==> config.mk <==
export PLATFORM = sky130hd
export DESIGN_NAME = forwarding_stall_ctrl
export DESIGN_NICKNAME = d
export VERILOG_FILES = /design/src/rtl/forwarding_stall_ctrl_pkg.sv /design/src/rtl/forwarding_stall_ctrl_hazard_stall_fsm.sv /design/src/rtl/forwarding_stall_ctrl.sv
export SDC_FILE = /design/constraint.sdc
export NUM_CORES = 1
export LEC_CHECK = 0
export ABC_AREA = 1
export CAP_MARGIN = 10
export CORE_MARGIN = 3
export CORE_UTILIZATION = 25
export DETAILED_ROUTE_END_ITERATION = 6
export PLACE_DENSITY = 0.55
export SKIP_LAST_GASP = 1
export SYNTH_ARGS = -nofsm -noshare
export SYNTH_HDL_FRONTEND = slang
export SYNTH_SLANG_ARGS = --single-unit
==> constraint.sdc <==
create_clock -name clk -period 4.45 [get_ports clk]
set_input_delay 0.445 -clock clk [delete_from_list [all_inputs] [get_ports clk]]
set_output_delay 0.445 -clock clk [all_outputs]
set_load 0.01 [all_outputs]
==> src/rtl/forwarding_stall_ctrl_pkg.sv <==
// Shared types and hazard bit map for the forwarding / stall controller.
package forwarding_stall_ctrl_pkg;

    localparam int unsigned HAZ_W_DEF = 11;

    // Bit positions in the decode hazard vector
    localparam int unsigned HAZ_R1_S3     = 0;
    localparam int unsigned HAZ_R1_S2     = 1;
    localparam int unsigned HAZ_R2_S2     = 2;
    localparam int unsigned HAZ_R2_S3     = 3;
    localparam int unsigned HAZ_CMP_S2    = 4;
    localparam int unsigned HAZ_CMP_S3    = 5;
    localparam int unsigned HAZ_R0_S2     = 6;
    localparam int unsigned HAZ_R0_S3     = 7;
    localparam int unsigned HAZ_SW_S2_LW  = 8;
    localparam int unsigned HAZ_SW_S3_LW  = 9;
    localparam int unsigned HAZ_SW_S2_ALU = 10;

    typedef enum logic [1:0] {
        FWD_NONE = 2'b00,
        FWD_S2   = 2'b01,
        FWD_S3   = 2'b10,
        FWD_MEM  = 2'b11
    } fwd_sel_t;

    typedef enum logic [1:0] {
        RUN      = 2'b00,
        LD_STALL = 2'b01,
        BR_FLUSH = 2'b10
    } ctrl_state_t;

    typedef struct packed {
        fwd_sel_t a;
        fwd_sel_t b;
        fwd_sel_t cmp;
        fwd_sel_t r0;
        fwd_sel_t sw;
    } fwd_sels_t;

    localparam fwd_sels_t SELS_NONE = '{a: FWD_NONE, b: FWD_NONE, cmp: FWD_NONE,
                                        r0: FWD_NONE, sw: FWD_NONE};

    // Nearer pipeline stage wins whenever both stage bits of a source are set
    function automatic fwd_sels_t fwd_decode(input logic [HAZ_W_DEF-1:0] h);
        fwd_sels_t s;
        s = SELS_NONE;
        if (h[HAZ_R1_S2])         s.a = FWD_S2;
        else if (h[HAZ_R1_S3])    s.a = FWD_S3;
        if (h[HAZ_R2_S2])         s.b = FWD_S2;
        else if (h[HAZ_R2_S3])    s.b = FWD_S3;
        if (h[HAZ_CMP_S2])        s.cmp = FWD_S2;
        else if (h[HAZ_CMP_S3])   s.cmp = FWD_S3;
        if (h[HAZ_R0_S2])         s.r0 = FWD_S2;
        else if (h[HAZ_R0_S3])    s.r0 = FWD_S3;
        if (h[HAZ_SW_S2_LW])      s.sw = FWD_MEM;
        else if (h[HAZ_SW_S2_ALU]) s.sw = FWD_S2;
        else if (h[HAZ_SW_S3_LW]) s.sw = FWD_S3;
        return s;
    endfunction

endpackage

==> src/rtl/forwarding_stall_ctrl_hazard_stall_fsm.sv <==
// Load-use stall / branch flush sequencer driving the pipeline enables.
module forwarding_stall_ctrl_hazard_stall_fsm
    import forwarding_stall_ctrl_pkg::*;
#(
    parameter int unsigned STALL_CYCLES = 1,
    parameter int unsigned FLUSH_CYCLES = 1
) (
    input  logic clk,
    input  logic rst_n,
    input  logic stall,
    input  logic branch_taken,
    output logic pc_we,
    output logic ifid_we,
    output logic ifid_flush,
    output logic idex_bubble,
    output logic busy
);

    localparam int unsigned MAX_CYC = (STALL_CYCLES > FLUSH_CYCLES) ? STALL_CYCLES : FLUSH_CYCLES;
    localparam int unsigned CYC_W   = (MAX_CYC > 1) ? $clog2(MAX_CYC) : 1;
    localparam logic [CYC_W-1:0] STALL_LOAD = CYC_W'(STALL_CYCLES - 1);
    localparam logic [CYC_W-1:0] FLUSH_LOAD = CYC_W'(FLUSH_CYCLES - 1);

    ctrl_state_t      state_q, state_d;
    logic [CYC_W-1:0] cnt_q, cnt_d;

    always_ff @(posedge clk or negedge rst_n) begin
        if (!rst_n) begin
            state_q <= RUN;
            cnt_q   <= '0;
        end else begin
            state_q <= state_d;
            cnt_q   <= cnt_d;
        end
    end

    // Branch flush always preempts a pending or requested load-use stall
    always_comb begin
        state_d     = state_q;
        cnt_d       = cnt_q;
        pc_we       = 1'b1;
        ifid_we     = 1'b1;
        ifid_flush  = 1'b0;
        idex_bubble = 1'b0;
        busy        = 1'b0;
        case (state_q)
            RUN: begin
                if (branch_taken) begin
                    state_d = BR_FLUSH;
                    cnt_d   = FLUSH_LOAD;
                end else if (stall) begin
                    state_d = LD_STALL;
                    cnt_d   = STALL_LOAD;
                end
            end
            LD_STALL: begin
                pc_we       = 1'b0;
                ifid_we     = 1'b0;
                idex_bubble = 1'b1;
                busy        = 1'b1;
                if (branch_taken) begin
                    state_d = BR_FLUSH;
                    cnt_d   = FLUSH_LOAD;
                end else if (cnt_q == '0) begin
                    state_d = RUN;
                end else begin
                    cnt_d = cnt_q - CYC_W'(1);
                end
            end
            BR_FLUSH: begin
                ifid_flush  = 1'b1;
                idex_bubble = 1'b1;
                busy        = 1'b1;
                if (branch_taken) begin
                    cnt_d = FLUSH_LOAD;
                end else if (cnt_q == '0) begin
                    state_d = RUN;
                end else begin
                    cnt_d = cnt_q - CYC_W'(1);
                end
            end
            default: begin
                state_d = RUN;
                cnt_d   = '0;
            end
        endcase
    end

endmodule

==> src/rtl/forwarding_stall_ctrl.sv <==
// Forwarding select registers, stall/flush sequencing and stall-cycle counter
// between decode hazard detection and the EX-stage muxes.
module forwarding_stall_ctrl
    import forwarding_stall_ctrl_pkg::*;
#(
    parameter int unsigned HAZ_W        = HAZ_W_DEF,
    parameter int unsigned STALL_CYCLES = 1,
    parameter int unsigned FLUSH_CYCLES = 1,
    parameter int unsigned CNT_W        = 16
) (
    input  logic             clk,
    input  logic             rst_n,
    input  logic [HAZ_W-1:0] haz,
    input  logic             stall,
    input  logic             branch_taken,
    output logic             pc_we,
    output logic             ifid_we,
    output logic             ifid_flush,
    output logic             idex_bubble,
    output fwd_sel_t         fwd_a_sel,
    output fwd_sel_t         fwd_b_sel,
    output fwd_sel_t         fwd_cmp_sel,
    output fwd_sel_t         fwd_r0_sel,
    output fwd_sel_t         fwd_sw_sel,
    output logic [CNT_W-1:0] stall_cnt
);

    fwd_sels_t sels_d, sels_q;
    logic      busy;

    forwarding_stall_ctrl_hazard_stall_fsm #(
        .STALL_CYCLES (STALL_CYCLES),
        .FLUSH_CYCLES (FLUSH_CYCLES)
    ) u_hazard_stall_fsm (
        .clk          (clk),
        .rst_n        (rst_n),
        .stall        (stall),
        .branch_taken (branch_taken),
        .pc_we        (pc_we),
        .ifid_we      (ifid_we),
        .ifid_flush   (ifid_flush),
        .idex_bubble  (idex_bubble),
        .busy         (busy)
    );

    // A NOP entering EX must never pick up a forwarded operand
    always_comb begin
        sels_d = fwd_decode(haz[HAZ_W_DEF-1:0]);
        if (idex_bubble) begin
            sels_d = SELS_NONE;
        end
    end

    always_ff @(posedge clk or negedge rst_n) begin
        if (!rst_n) begin
            sels_q <= SELS_NONE;
        end else begin
            sels_q <= sels_d;
        end
    end

    // Saturating count of cycles spent outside RUN
    always_ff @(posedge clk or negedge rst_n) begin
        if (!rst_n) begin
            stall_cnt <= '0;
        end else if (busy && (stall_cnt != {CNT_W{1'b1}})) begin
            stall_cnt <= stall_cnt + CNT_W'(1);
        end
    end

    assign fwd_a_sel   = sels_q.a;
    assign fwd_b_sel   = sels_q.b;
    assign fwd_cmp_sel = sels_q.cmp;
    assign fwd_r0_sel  = sels_q.r0;
    assign fwd_sw_sel  = sels_q.sw;

endmodule

======== Yosys cells after proc, flatten, opt, wreduce, memory -nomap -nowiden ========
Index checks and enable logic that the tools add are counted.
cells by class
  equality and inequality tests ........... 5
  $add $sub $neg .......................... 2
  multiplexer cells ....................... 26
  reductions and logical operators ........ 4
operators with widths
  cell                     number
  $mux W2                  16
  $add A16 B1 Y16 const B  1
  $ne A16 B16 Y1 const B   1
  $mux W10                 1
  $mux W1                  7
  $pmux W2 S3              1
  $ne A3 B3 Y1 const B     1
  $eq A2 B1 Y1 const B     1
  $eq A2 B2 Y1 const B     1
  $logic_not A2 Y1         1
  $ne A2 B2 Y1 const B     1
  $pmux W1 S2              1
  $reduce_and A2 Y1        1
  $reduce_or A2 Y1         1
  $logic_and A1 B1 Y1      1
  $sub A1 B1 Y1 const B    1
word-level totals
  output and inout port bits .............. 30
  bits in registers ....................... 29
  word-level logic and storage cells ...... 45
  bits of input ports ..................... 15

======== Depth between registers and ports, before layout ========
  depth in word-level cells ............... 4
  depth in mapped cells ................... 10
  mapped depth without buffers ............ 10

======== Cells and area by module ========
A second synthesis with hierarchy kept.
second synthesis, totals
  cells, all modules ...................... 205
  area, all modules ....................... 1557.7 sq um
modules (own cells, without submodules)
  module                                  cells each  sequential area each (sq um)  instances  area each (sq um)
  forwarding_stall_ctrl                   178         650.6                         1          1367.6
  forwarding_stall_ctrl_hazard_stall_fsm  27          50.0                          1          190.2

======== Worst setup path after synthesis ========
Ideal clock, no wire load.
  path type ............................... register to register
  start ................................... register u_hazard_stall_fsm.state_q[0]
  end ..................................... register stall_cnt[15]
  setup time .............................. 0.117 ns
  stages on the path, launching flop included .. 9
  slack ................................... 2.871 ns
  buffers on the path ..................... 0
  arrival time ............................ 1.462 ns
  clock period less this slack ............ 1.579 ns
  data required time ...................... 4.333 ns
  path through ............................ dfrtp_1 inv_1 ha_1 nand2_1 nor2_1 and2_1 nand3_1 nand2_1 nand2_1
between the ends
  cells in the longest elaborated chain, start to end .. 4
  elaborated cells on any way between the ends .. 5
  classes of those cells .................. 2 x eq/ne; 1 x mux; 2 x reduce/logical
RTL lines
  item                                                 line                                          RTL
  from (decl)                                          forwarding_stall_ctrl_hazard_stall_fsm.sv:24  ctrl_state_t state_q, state_d;
  from (signal assigned)                               forwarding_stall_ctrl_hazard_stall_fsm.sv:32  state_q <= state_d;
  $eq A2 B1 Y1 / $eq A2 B2 Y1 (equally long branches)  --
  $reduce_or A2 Y1 (no source line) *                  --
  $mux W1 *                                            --
  named net idex_bubble                                forwarding_stall_ctrl.sv:19                   output logic idex_bubble,
  $logic_and A1 B1 Y1 *                                forwarding_stall_ctrl.sv:66                   end else if (busy && (stall_cnt != {CNT_W{1'b1}})) begin
  to (signal assigned)                                 forwarding_stall_ctrl.sv:67                   stall_cnt <= stall_cnt + CNT_W'(1);
  to (decl)                                            forwarding_stall_ctrl.sv:25                   output logic [CNT_W-1:0] stall_cnt
The timed path passes the listed nets; every way through them passes the cells marked *.
A chain may end at the register's enable or synchronous reset.

======== Worst setup path after layout ========
  start ................................... register u_hazard_stall_fsm.state_q[0]
  end ..................................... output idex_bubble
between the ends
  cells in the longest elaborated chain, start to end .. 3
  elaborated cells on any way between the ends .. 4
  classes of those cells .................. 2 x eq/ne; 1 x mux; 1 x reduce/logical
RTL lines
  item                                                 line                                          RTL
  $eq A2 B1 Y1 / $eq A2 B2 Y1 (equally long branches)  forwarding_stall_ctrl_hazard_stall_fsm.sv:46  case (state_q)
  $reduce_or A2 Y1 (no source line) *                  --
  $mux W1 *                                            forwarding_stall_ctrl_hazard_stall_fsm.sv:46
  to (decl)                                            forwarding_stall_ctrl.sv:19
Every way passes the cells marked *; elsewhere a longest branch is shown, timed or not.

==> impl_metrics.env <==
export IMPL_placedCellCount=306
export IMPL_min_period_over_period_pct=55.71
export IMPL_rsz0062_at_grt="false"
export IMPL_leakagePower_nw=0.9647
export IMPL_clk_latency_ps=280
export IMPL_power_density_nw_per_um2=480.4
export IMPL_floorplan_initialDensity_pct=26.33
export IMPL_ys_seq_elements=28
export IMPL_seqPwrFrac_pct=37.6
export IMPL_clkTransAtPathRegs_ps=100
export IMPL_drc_errors=0
export IMPL_syn_num_nets=211
export IMPL_worstMarginPinSlew_ps=546.3
export IMPL_end_kind="output port"
export IMPL_antenna_left=0
export IMPL_tritoncts="done"
export IMPL_fin_tns_setup_ps=0
export IMPL_ios=45
export IMPL_cts_sinks=28
export IMPL_wire_per_inst_um=10.66
export IMPL_vias_per_cell=4.194
export IMPL_synth_main_ff_cell="dfrtp_1"
export IMPL_final_cell_count_no_fill=310
export IMPL_antennaDiodeCount=0
export IMPL_grt_max_degree=29
export IMPL_hold_ws_ps=545.2
export IMPL_synth_area_leaders="dfrtp_1, nand2_1, inv_1, nor2_1, ha_1"
export IMPL_cts_resized=0
export IMPL_synth_seq_area_share_pct=47.46
export IMPL_yosysTopAreaCellShare_pct=47.46
export IMPL_dp_hpwl_um=2486
export IMPL_num_vias=1300
export IMPL_coreArea_um2=5608
export IMPL_synth_enable_flop_cells=0
export IMPL_syn_area_um2=1476
export IMPL_fin_util_pct=36.70
export IMPL_slew_headroom_pct=63.58
export IMPL_avgSynthCellArea_um2=7.730
export IMPL_yosysWarnings=0
export IMPL_synth_cell_types=24
export IMPL_grt_usage_pct=10.35
export IMPL_fmax_mhz=403.4
export IMPL_hold_buffers=0
export IMPL_max_cap_viol_count=0
export IMPL_finalSetupViolCount=0
export IMPL_cts_path_max_buffers=2
export IMPL_p_switching_w=0.0003711
export IMPL_status="finished clean"
export IMPL_p_sw_share_pct=37.53
export IMPL_vdd_drop_max_uv=182.3
export IMPL_timing_critical_path_cells="inv_1, ha_1, clkdlybuf4s50_1"
export IMPL_cts_root_buf="clkbuf_8"
export IMPL_slowest_delay_ps=640
export IMPL_synth_most_common_cell="nand2_1"
export IMPL_cts_buffers=3
export IMPL_path_max_fanout=15
export IMPL_gp_routability_congestion=0.7816
export IMPL_grt_pass1_wl_um=5934
export IMPL_cp_required_ps=4010
export IMPL_hp_class="input pin to asynchronous set/reset pin"
export IMPL_cts_setup_buffers=0
export IMPL_slew_viol_final=0
export IMPL_total_power_w=0.0009889
export IMPL_fill_cells=629
export IMPL_synthArstFlopShare_pct=100.0
export IMPL_cp_slowest_cell="clkdlybuf4s50_1"
export IMPL_critical_path_startpoint_type="flop"
export IMPL_areaGrowthSynthToFinish_pct=39.41
export IMPL_first_global_vias=1316
export IMPL_dieArea_um2=6864
export IMPL_die_w_um=82.85
export IMPL_skew_ps=11.96
export IMPL_yosysTopAreaCell="dfrtp_1"
export IMPL_p_clk_share_pct=16.3
export IMPL_antenna_found_initial=0
export IMPL_layout_nets=259
export IMPL_p_comb_share_pct=46.1
export IMPL_syn_inst=191
export IMPL_first_iter_violations=52
export IMPL_hold_viol=0
export IMPL_portBuffers=44
export IMPL_overflow=0
export IMPL_rows=27
export IMPL_p_int_w=0.0006177
export IMPL_htreeDepth=1
export IMPL_critical_path_class="flop to output port"
export IMPL_die_h_um=82.85
export IMPL_drive_gt1_share_pct=7.143
export IMPL_arrival_ps=2030
export IMPL_drt_pass1_iter_count=4
export IMPL_fin_crit_ps=2479
export IMPL_wl_um=3305
export IMPL_synth_top_cells_by_count="nand2_1, dfrtp_1, inv_1, nor2_1, nand3_1"
-- metrics by stage --
| stage | setup slack [ps] | instance area [um^2] |
|---|---|---|
| 3_5_place_dp | 2260 | 2003 |
| 3_3_place_gp | 2303 | 2003 |
| 5_1_grt | 1870 | 2058 |
| 6_report | 1971 | 2058 |
| 4_1_cts | 1939 | 2058 |
| 2_1_floorplan | 2871 | 1476 |
-- critical path: cells and delay by family, from the launching register on --
| kind | cells | cell delay, ps |
|---|---|---|
| buf+inv | 2 | 720 |
| fa+ha+maj | 1 | 630 |
| flops | 1 | 400 |
-- cell type report --
class	count	area [um^2]	area share [%]
Multi-Input combinational cell	134	658.1	31.98
Inverter	27	106.4	5.167
Sequential cell	28	700.7	34.04
Timing Repair Buffer	45	447.9	21.76
Tap cell	72	90.09	4.377
Clock buffer	4	55.05	2.675
-- placed cells by master, fill, tap and decap left out, drive strengths merged --
| cell | instances |
|---|---|
| nand2 | 73 |
| clkdlybuf4s50 | 44 |
| dfrtp | 28 |
| inv | 27 |
| nor2 | 25 |
| nand3 | 7 |
| nand4 | 6 |
| ha | 5 |
| o21ai | 5 |
| clkbuf | 4 |
| a21oi | 3 |
| xnor2 | 3 |
| nand3b | 2 |
| xor2 | 2 |
| o31ai | 1 |
| and2 | 1 |
| nor3 | 1 |
| buf | 1 |
-- path summary, 6_finish.rpt --
kind                       cells after the start                           from            end  slack, ps
max in group asynchronous                      2                          rst_n  stall_cnt[12]       3620
min                                            2                          rst_n  stall_cnt[14]        550
min reg2reg                                    1                   stall_cnt[8]   stall_cnt[8]        550
min in group clk                               1                   stall_cnt[8]   stall_cnt[8]        550
max reg2reg                                    8  u_hazard_stall_fsm.state_q[0]  stall_cnt[15]       2510
max                                            3  u_hazard_stall_fsm.state_q[0]    idex_bubble       1970
-- power by group through the flow --
stage	Sequential (W)	Clock, W	Combinational, W
final	0.000372	0.000161	0.000456
after global routing	0.000383	0.000176	0.000507
after CTS	0.000373	0.000168	0.000468
after detailed placement	0.000378	0	0.000465
after global placement	0.000378	0	0.000464
after floorplan	0.000400	0	0.000219
-- logic make-up after synthesis --
family	count (synthesis)	share of synthesized area [%]
and+or+nand+nor	115	34.15
buffers and inverters	29	7.967
DFF	28	47.46
AOI/OAI and AO/OA	9	3.220
xor gates and xnor gates	5	2.967
adders and majority gates	5	4.237
-- state kept, by name (all words and copies together), names as in the netlist --
register                    flops
fwd_a_sel                       2
fwd_sw_sel                      2
fwd_b_sel                       2
stall_cnt                      16
fwd_r0_sel                      2
u_hazard_stall_fsm.state_q      2
fwd_cmp_sel                     2
-- per-layer routing --
layer,share of wire (%),GRT usage [%]
met1,50,14.29
met2,45,16.25
met3,3.8,2.183
met4,1.3,3.120
met5,0,0
No activity file was read; power rests on OpenSTA's default activity.
